==> src/rtl/pushbox_pkg.sv <==
// Shared types and constants for the push-box game display path.
package pushbox_pkg;

   typedef logic [3:0] bcd_t;

   localparam int          NDIG      = 4;
   localparam bcd_t        BCD_MAX   = 4'd9;
   localparam logic [3:0]  AN_IDLE   = 4'b1110;
   localparam logic [15:0] COUNT_MAX = 16'h9999;

endpackage

==> src/rtl/bcd_digit.sv <==
// One BCD decade: increments or decrements a single digit and reports
// carry/borrow to the next decade up.
module bcd_digit
   import pushbox_pkg::*;
(
   input  bcd_t d,
   input  logic up,
   input  logic down,
   output bcd_t d_next,
   output logic carry,
   output logic borrow
);

   always_comb begin
      d_next = d;
      if (up) begin
         d_next = (d >= BCD_MAX) ? 4'd0 : d + 4'd1;
      end else if (down) begin
         d_next = (d == 4'd0) ? BCD_MAX : d - 4'd1;
      end
   end

   assign carry  = up & (d == BCD_MAX);
   assign borrow = down & (d == 4'd0);

endmodule

==> src/rtl/step_counter_scan.sv <==
// Push-box move counter: 4-digit saturating BCD count with undo/clear,
// time-multiplexed onto one digit bus with active-low digit enables.
module step_counter_scan
   import pushbox_pkg::*;
#(
   parameter int SCAN_DIV = 50000
) (
   input  logic        clk,
   input  logic        rst,
   input  logic        inc,
   input  logic        dec,
   input  logic        clr,
   output logic [15:0] count_bcd,
   output logic        ovf,
   output logic [3:0]  digit_val,
   output logic [3:0]  an_n
);

   localparam int PW = (SCAN_DIV > 1) ? $clog2(SCAN_DIV) : 1;

   logic          inc_q, dec_q, clr_q;
   logic          rise_inc, rise_dec, rise_clr;
   logic          inc_only, dec_only;
   logic [15:0]   count_q, count_d, chain_next;
   logic          ovf_q, ovf_d;
   logic [PW-1:0] presc_q, presc_d;
   logic [1:0]    idx_q, idx_d, idx_next;
   logic          tick;
   bcd_t          digit_val_q, digit_val_d;
   logic [3:0]    an_n_q, an_n_d;

   assign rise_inc = inc & ~inc_q;
   assign rise_dec = dec & ~dec_q;
   assign rise_clr = clr & ~clr_q;
   assign inc_only = rise_inc & ~rise_dec & ~rise_clr;
   assign dec_only = rise_dec & ~rise_inc & ~rise_clr;

   // Ripple chain: each decade takes its step request from the one below.
   for (genvar k = 0; k < NDIG; k++) begin : g_dig
      logic up, down, carry, borrow;
      bcd_t d_next;
      if (k == 0) begin : g_lsd
         assign up   = inc_only;
         assign down = dec_only;
      end else begin : g_upper
         assign up   = g_dig[k-1].carry;
         assign down = g_dig[k-1].borrow;
      end
      bcd_digit u_digit (
         .d      (count_q[4*k +: 4]),
         .up     (up),
         .down   (down),
         .d_next (d_next),
         .carry  (carry),
         .borrow (borrow)
      );
      assign chain_next[4*k +: 4] = d_next;
   end

   always_comb begin
      count_d = chain_next;
      ovf_d   = ovf_q;
      if (rise_clr) begin
         count_d = 16'h0000;
         ovf_d   = 1'b0;
      end else if (inc_only && count_q == COUNT_MAX) begin
         count_d = count_q;
         ovf_d   = 1'b1;
      end else if (dec_only && count_q == 16'h0000) begin
         count_d = count_q;
      end
   end

   // Enables and digit code load together from the upcoming slot so they
   // can never disagree about which digit is shown.
   always_comb begin
      tick        = (presc_q == PW'(SCAN_DIV - 1));
      idx_next    = idx_q + 2'd1;
      presc_d     = tick ? '0 : presc_q + PW'(1);
      idx_d       = idx_q;
      digit_val_d = digit_val_q;
      an_n_d      = an_n_q;
      if (tick) begin
         idx_d       = idx_next;
         digit_val_d = count_q[{idx_next, 2'b00} +: 4];
         an_n_d      = ~(4'b0001 << idx_next);
      end
   end

   always_ff @(posedge clk) begin
      if (rst) begin
         inc_q       <= 1'b0;
         dec_q       <= 1'b0;
         clr_q       <= 1'b0;
         count_q     <= 16'h0000;
         ovf_q       <= 1'b0;
         presc_q     <= '0;
         idx_q       <= 2'd0;
         digit_val_q <= 4'd0;
         an_n_q      <= AN_IDLE;
      end else begin
         inc_q       <= inc;
         dec_q       <= dec;
         clr_q       <= clr;
         count_q     <= count_d;
         ovf_q       <= ovf_d;
         presc_q     <= presc_d;
         idx_q       <= idx_d;
         digit_val_q <= digit_val_d;
         an_n_q      <= an_n_d;
      end
   end

   assign count_bcd = count_q;
   assign ovf       = ovf_q;
   assign digit_val = digit_val_q;
   assign an_n      = an_n_q;

endmodule
==> config.mk <==
export PLATFORM = sky130hd
export DESIGN_NAME = step_counter_scan
export DESIGN_NICKNAME = d
export VERILOG_FILES = /design/src/rtl/pushbox_pkg.sv /design/src/rtl/bcd_digit.sv /design/src/rtl/step_counter_scan.sv
export SDC_FILE = /design/constraint.sdc
export NUM_CORES = 1
export LEC_CHECK = 0
export BUFFER_PORTS_ARGS = -buffer_cell sky130_fd_sc_hd__buf_4
export CAP_MARGIN = 20
export CORE_ASPECT_RATIO = 0.5
export CORE_MARGIN = 8
export CORE_UTILIZATION = 25
export CTS_CLUSTER_DIAMETER = 60
export DETAILED_ROUTE_END_ITERATION = 8
export PLACE_DENSITY = 0.47
export SETUP_SLACK_MARGIN = 0.05
export SLEW_MARGIN = 20
export SYNTH_ARGS = -nofsm -noshare
export SYNTH_HDL_FRONTEND = slang
export SYNTH_SLANG_ARGS = --single-unit
export TNS_END_PERCENT = 30
==> constraint.sdc <==
create_clock -name clk -period 2.95 [get_ports clk]
set_clock_uncertainty 0.2 [all_clocks]
set_input_delay 0.59 -clock clk [delete_from_list [all_inputs] [get_ports clk]]
set_output_delay 0.59 -clock clk [all_outputs]
set_load 0.03 [all_outputs]
# Word-level counts from Yosys, hierarchy flattened
# Cells that the tools add are included.
# word_totals
ff_bits,46
input_bits,5
wordCells,88
# op_classes
n_addsub,10
n_lt_le_gt_ge,4
n_eq_ne,5
shifts,2
mux,16
bitwise,22
n_reduce_logical,17
# ops
op,n
4-bit 2-to-1 mux,16
"16-bit equality test, second input constant",2
"16-bit by 1-bit adder with 16-bit output, second input constant",1
"4-bit by 1-bit adder with 4-bit output, second input constant",4
"4-bit >= comparator, second input constant",4
16-bit logical NOT,1
4-bit logical NOT,4
16-bit by 5-bit variable part select with 4-bit output,1
"4-bit by 1-bit subtractor with 4-bit output, second input constant",4
1-bit AND,13
"4-bit equality test, second input constant",3
3-bit AND reduction,4
1-bit inverter,8
2-bit nonzero test,4
4-bit inverter,1
2-bit OR reduction,2
"1-bit by 2-bit left shift with 4-bit output, first input constant",1
"2-bit by 1-bit adder with 2-bit output, second input constant",1
1-bit logical AND,2

# Depth between registers and ports, before layout
# depth
ltp_word,10
depth_mapped,9
depth_no_buf,7

# By module
# A second synthesis with hierarchy kept.
# hier_totals
cells_unflattened,323
hier_area_um2,2855.2
# modules_own_cells
mod,n_inst,cells_per_inst,area_each_um2,seq_area_each_um2
step_counter_scan,1,183,1849.3,920.9
bcd_digit,4,35,251.5,0.0

# Least setup slack after synthesis
# No wires, ideal clock.
# synth_path
path_type,register to register
from,"reg count_q[1], in the netlist count_bcd[1]"
to,"reg count_q[4], in the netlist count_bcd[4]"
arrival_ns,2.228
required_ns,2.662
setup_slack_ns,0.434
stages_incl_launch_ff,9
path_buffers,1
period_less_slack_ns,2.516
cell_sequence,dfxtp_1 inv_1 ha_1 nor3b_4 nand4_4 or4_4 buf_6 a311o_1 o31ai_1
# synth_via
elab_chain_cells,4
word_cells_on_any_way,13
# synth_rtl
item,line,source
start: declaration,step_counter_scan.sv:24,"logic [15:0] count_q, count_d, chain_next;"
start signal: assignment,step_counter_scan.sv:105,count_q <= count_d;
"4-bit equality test, or another cell as far along",bcd_digit.sv:23,assign carry = up & (d == BCD_MAX);
"1-bit AND, or another cell as far along",bcd_digit.sv:23,
2-bit nonzero test (no line) or 1-bit inverter (tied branches),-,
3-bit AND reduction (no line),-,
# Parallel ways exist; a longest one is shown, timed or not.
# A chain may end at the register's enable or synchronous reset.

# Worst setup path after layout
# layout_path
from,"reg count_q[8], in the netlist count_bcd[8]"
to,"reg count_q[6], in the netlist count_bcd[6]"
# layout_via
elab_chain_cells,4
word_cells_on_any_way,7
# layout_rtl
item,line
16-bit equality test or 16-bit logical NOT (tied branches),"step_counter_scan.sv:66, step_counter_scan.sv:69"
"1-bit logical AND, on equally long branches","step_counter_scan.sv:66, step_counter_scan.sv:69"
1-bit inverter (no line),-
3-bit AND reduction (no line) (*),-
# Mark *: on every way between the ends. The rest lies on a longest branch, timed or not.

==> out/metrics.csv <==
metric;value;unit
final wirelength;7.775;mm
final setup vio count;0;
Critical Path Sink;count_bcd[6];
die height;93.47;um
DPL Wire Length;5.676;mm
root buffer selected by CTS;clkbuf_16;
Slew Limit Fails;0;
flops & latches, synth;46;
Top FF cell, synth;dfxtp_1;
Seq/Total Area, Yosys;30.69;%
share of layout cells above drive strength 1;17.28;%
PortBufs;29;
worst r2r src;count_bcd[8];
Async SR Flop Fraction;0;%
GPL Wtd Cong;0.8135;
clk buf depth;2;
Post-Syn Instances;350;
htree depth;2;
Fillers;1260;
Max rail drop VDD;0.1839;mV
Synth top area share;30.69;%
post-CTS setup buffer count;0;
Multi-input gate area;1941;um^2
die area;15980;um^2
slowest cell on the critical path;or4_4;
total core area;11770;um^2
number of remaining DRC errors;0;
P&R area growth vs syn;19.56;%
busiest grt layer;met2;
CP startpoint;count_bcd[8];
CP cell instances;inv_1 > ha_1 > or3b_1 > or4_4 > o211a_1 > a41o_1;
critical path depth;6;
Syn Nets;373;
DR WL/cell;14.21;um
met2 Usage GRT;16.44;%
post-synth top area cell;dfxtp_1;
synth warn;0;
Max stage delay on crit path;0.63;ns
Site Rows;28;
Num CTS Buffers;5;
DRT antenna net count;0;
Sink Count;46;
IO Pins;30;
initial core utilization;25.49;%
worst r2r path cells;6;
Setup TNS;0;ns
Worst-path clk slew;0.07;ns
GR Util met3;2.354;%
worst hold margin;0.2653;ns
Worst Setup End Kind;flip-flop;
largest net degree at the start of global routing;18;
width of the die;170.9;um
met1 Use GR;13.11;%
status;complete, no violations;
# hold bufs at CTS;0;
Layout Nets;404;
TritonCTS clock tree;done;
post-CTS sizing;0;
Distinct cells, synth;72;
Data required, critical path;2.94;ns
Cell Pwr Density;416.6;nW/um^2
RSZ-0062 raised after global routing;no;
Max-Cap Viols;0;
initial antenna violation count;0;
first-pass GRT wire length;13.26;mm
Top delay family on crit path;simple AND/OR/NAND/NOR gates;
slew at the pin with the worst max-slew slack;0.6683;ns
GR Util All Layers;10.29;%
Tmin final;2.621;ns
leakage;1.426;nW
vias per cell;4.821;
Mean Syn Cell Area;8.573;um^2
grt total ovfl;0;
vias in the first global route;2578;
Skew-Pair Late Insertion Delay;0.30;ns
Crit Path Max Fanout;12;
worst path bufs/invs;1;
number of flops mapped to enable cells by yosys;0;
final antenna diode count;0;
Iteration-0 DRC Markers;154;
hold crit path type;reg2reg;
fmax;0.3815;GHz
Vias;2637;
Crit Path Class;reg2reg;
RR Endpoint;count_bcd[6];
critical path startpoint category;flip-flop;
fin crit share;88.85;%
area of the mapped netlist;3000;um^2
Final Hold Fails;0;
Reg area;920.9;um^2
slew margin rel.;55.45;%
Critical Path AT;2.61;ns
Worst R2R Setup Slack;0.33;ns
Pre-antenna DRT Iters;4;
post-route core utilization;30.47;%
synth top area cells;dfxtp_1 31%, ha_1 7.5%, nor2_1 5.5%;
==> state kept, by name, summed over array words and instances, names as in the netlist <==
signal / flops
ovf: 1
presc_q: 16
clr_q: 1
idx_q: 2
an_n: 4
count_bcd: 16
inc_q: 1
digit_val: 4
dec_q: 1
==> power breakdown <==
group / total, mW / internal [mW] / switching (mW) / leakage (nW)
clock network: 0.660 / 0.401 / 0.259 / 0.0771
logic: 0.188 / 0.0759 / 0.112 / 0.976
registers: 0.647 / 0.633 / 0.0145 / 0.373
total: 1.49 / 1.11 / 0.385 / 1.43
==> layout by cell type (no fill, tap or decap), types with 4 or more instances in the layout <==
cell type	n
nand3b_1	4
o21ai_0	13
a31oi_1	4
clkbuf_16	5
buf_4	38
mux2i_1	12
nor3_1	7
a211o_1	4
o22ai_1	5
xor2_1	9
dfxtp_1	46
o31ai_1	4
nand2b_1	7
nand4_1	5
ha_1	18
nand3_1	15
inv_1	18
nand2_1	25
and3_1	5
nor2b_1	8
nor4b_1	4
a21oi_1	11
nor2_1	44
o211ai_1	4
xnor2_1	6
==> per-stage QoR <==
stage	cells	cell area (um^2)	total power, mW	worst slack, ns
4_1_cts	547	3587	1.513	0.3595
2_1_floorplan	350	3000	0.7957	0.4344
5_1_grt	547	3587	1.558	0.2127
3_5_place_dp	539	3421	0.8476	0.2680
6_report	547	3587	1.495	0.3288
3_3_place_gp	539	3421	0.8506	0.3000
==> kinds of logic after synthesis <==
kind of cell             after synthesis  share of synthesized area [%]
AO/OA/AOI/OAI                         68                          16.06
XOR/XNOR                              15                          4.379
adder cells (fa/ha/maj)               18                          7.506
buffers and inverters                 32                          4.628
flip-flops                            46                          30.69
multiplexers                          17                          7.506
AND/OR/NAND/NOR                      154                          29.23
==> final cells by class <==
type | count | share of cell area (%)
multi-input combinational | 272 | 54.10
sequential | 46 | 25.67
timing repair buffer | 38 | 7.953
tap | 165 | 5.755
clock buffer | 6 | 3.593
inverter | 18 | 1.884
clock inverter | 2 | 1.046
==> synth_stat cells (2+ instances only) <==
cell type / n
nor2_1: 44
o211ai_1: 4
buf_6: 2
nor4b_1: 4
nand2b_1: 7
mux2i_1: 12
xor2_1: 9
nor3b_1: 2
a211o_1: 4
nor2b_1: 8
nand3_1: 15
o31ai_1: 4
nor3_1: 7
ha_1: 18
o21ai_0: 13
buf_2: 3
and4_1: 2
nor4_1: 2
clkbuf_1: 9
a31oi_1: 4
o21bai_1: 3
nand2_1: 25
a21oi_1: 11
inv_1: 18
xnor2_1: 6
nand4_1: 5
a32o_1: 3
and3_1: 5
mux4_2: 3
nand3b_1: 4
a311oi_1: 2
or2_2: 2
dfxtp_1: 46
and4b_1: 2
o22ai_1: 5
==> metal layers <==
layer,routed length [um],share of wire (%)
met1,3733,48
met2,3617,47
met3,274,3.5
met4,149,1.9
met5,0,0
==> how the worst min path moves through the flow <==
stage,startpoint,end,depth (start not counted)
6_report,an_n[1],an_n[1],1
2_1_floorplan,presc_q[0],presc_q[0],1
3_5_place_dp,an_n[1],an_n[1],1
3_3_place_gp,presc_q[0],presc_q[0],1
4_1_cts,an_n[1],an_n[1],1
5_1_grt,an_n[1],an_n[1],1
No activity file was read; power rests on OpenSTA's default activity.
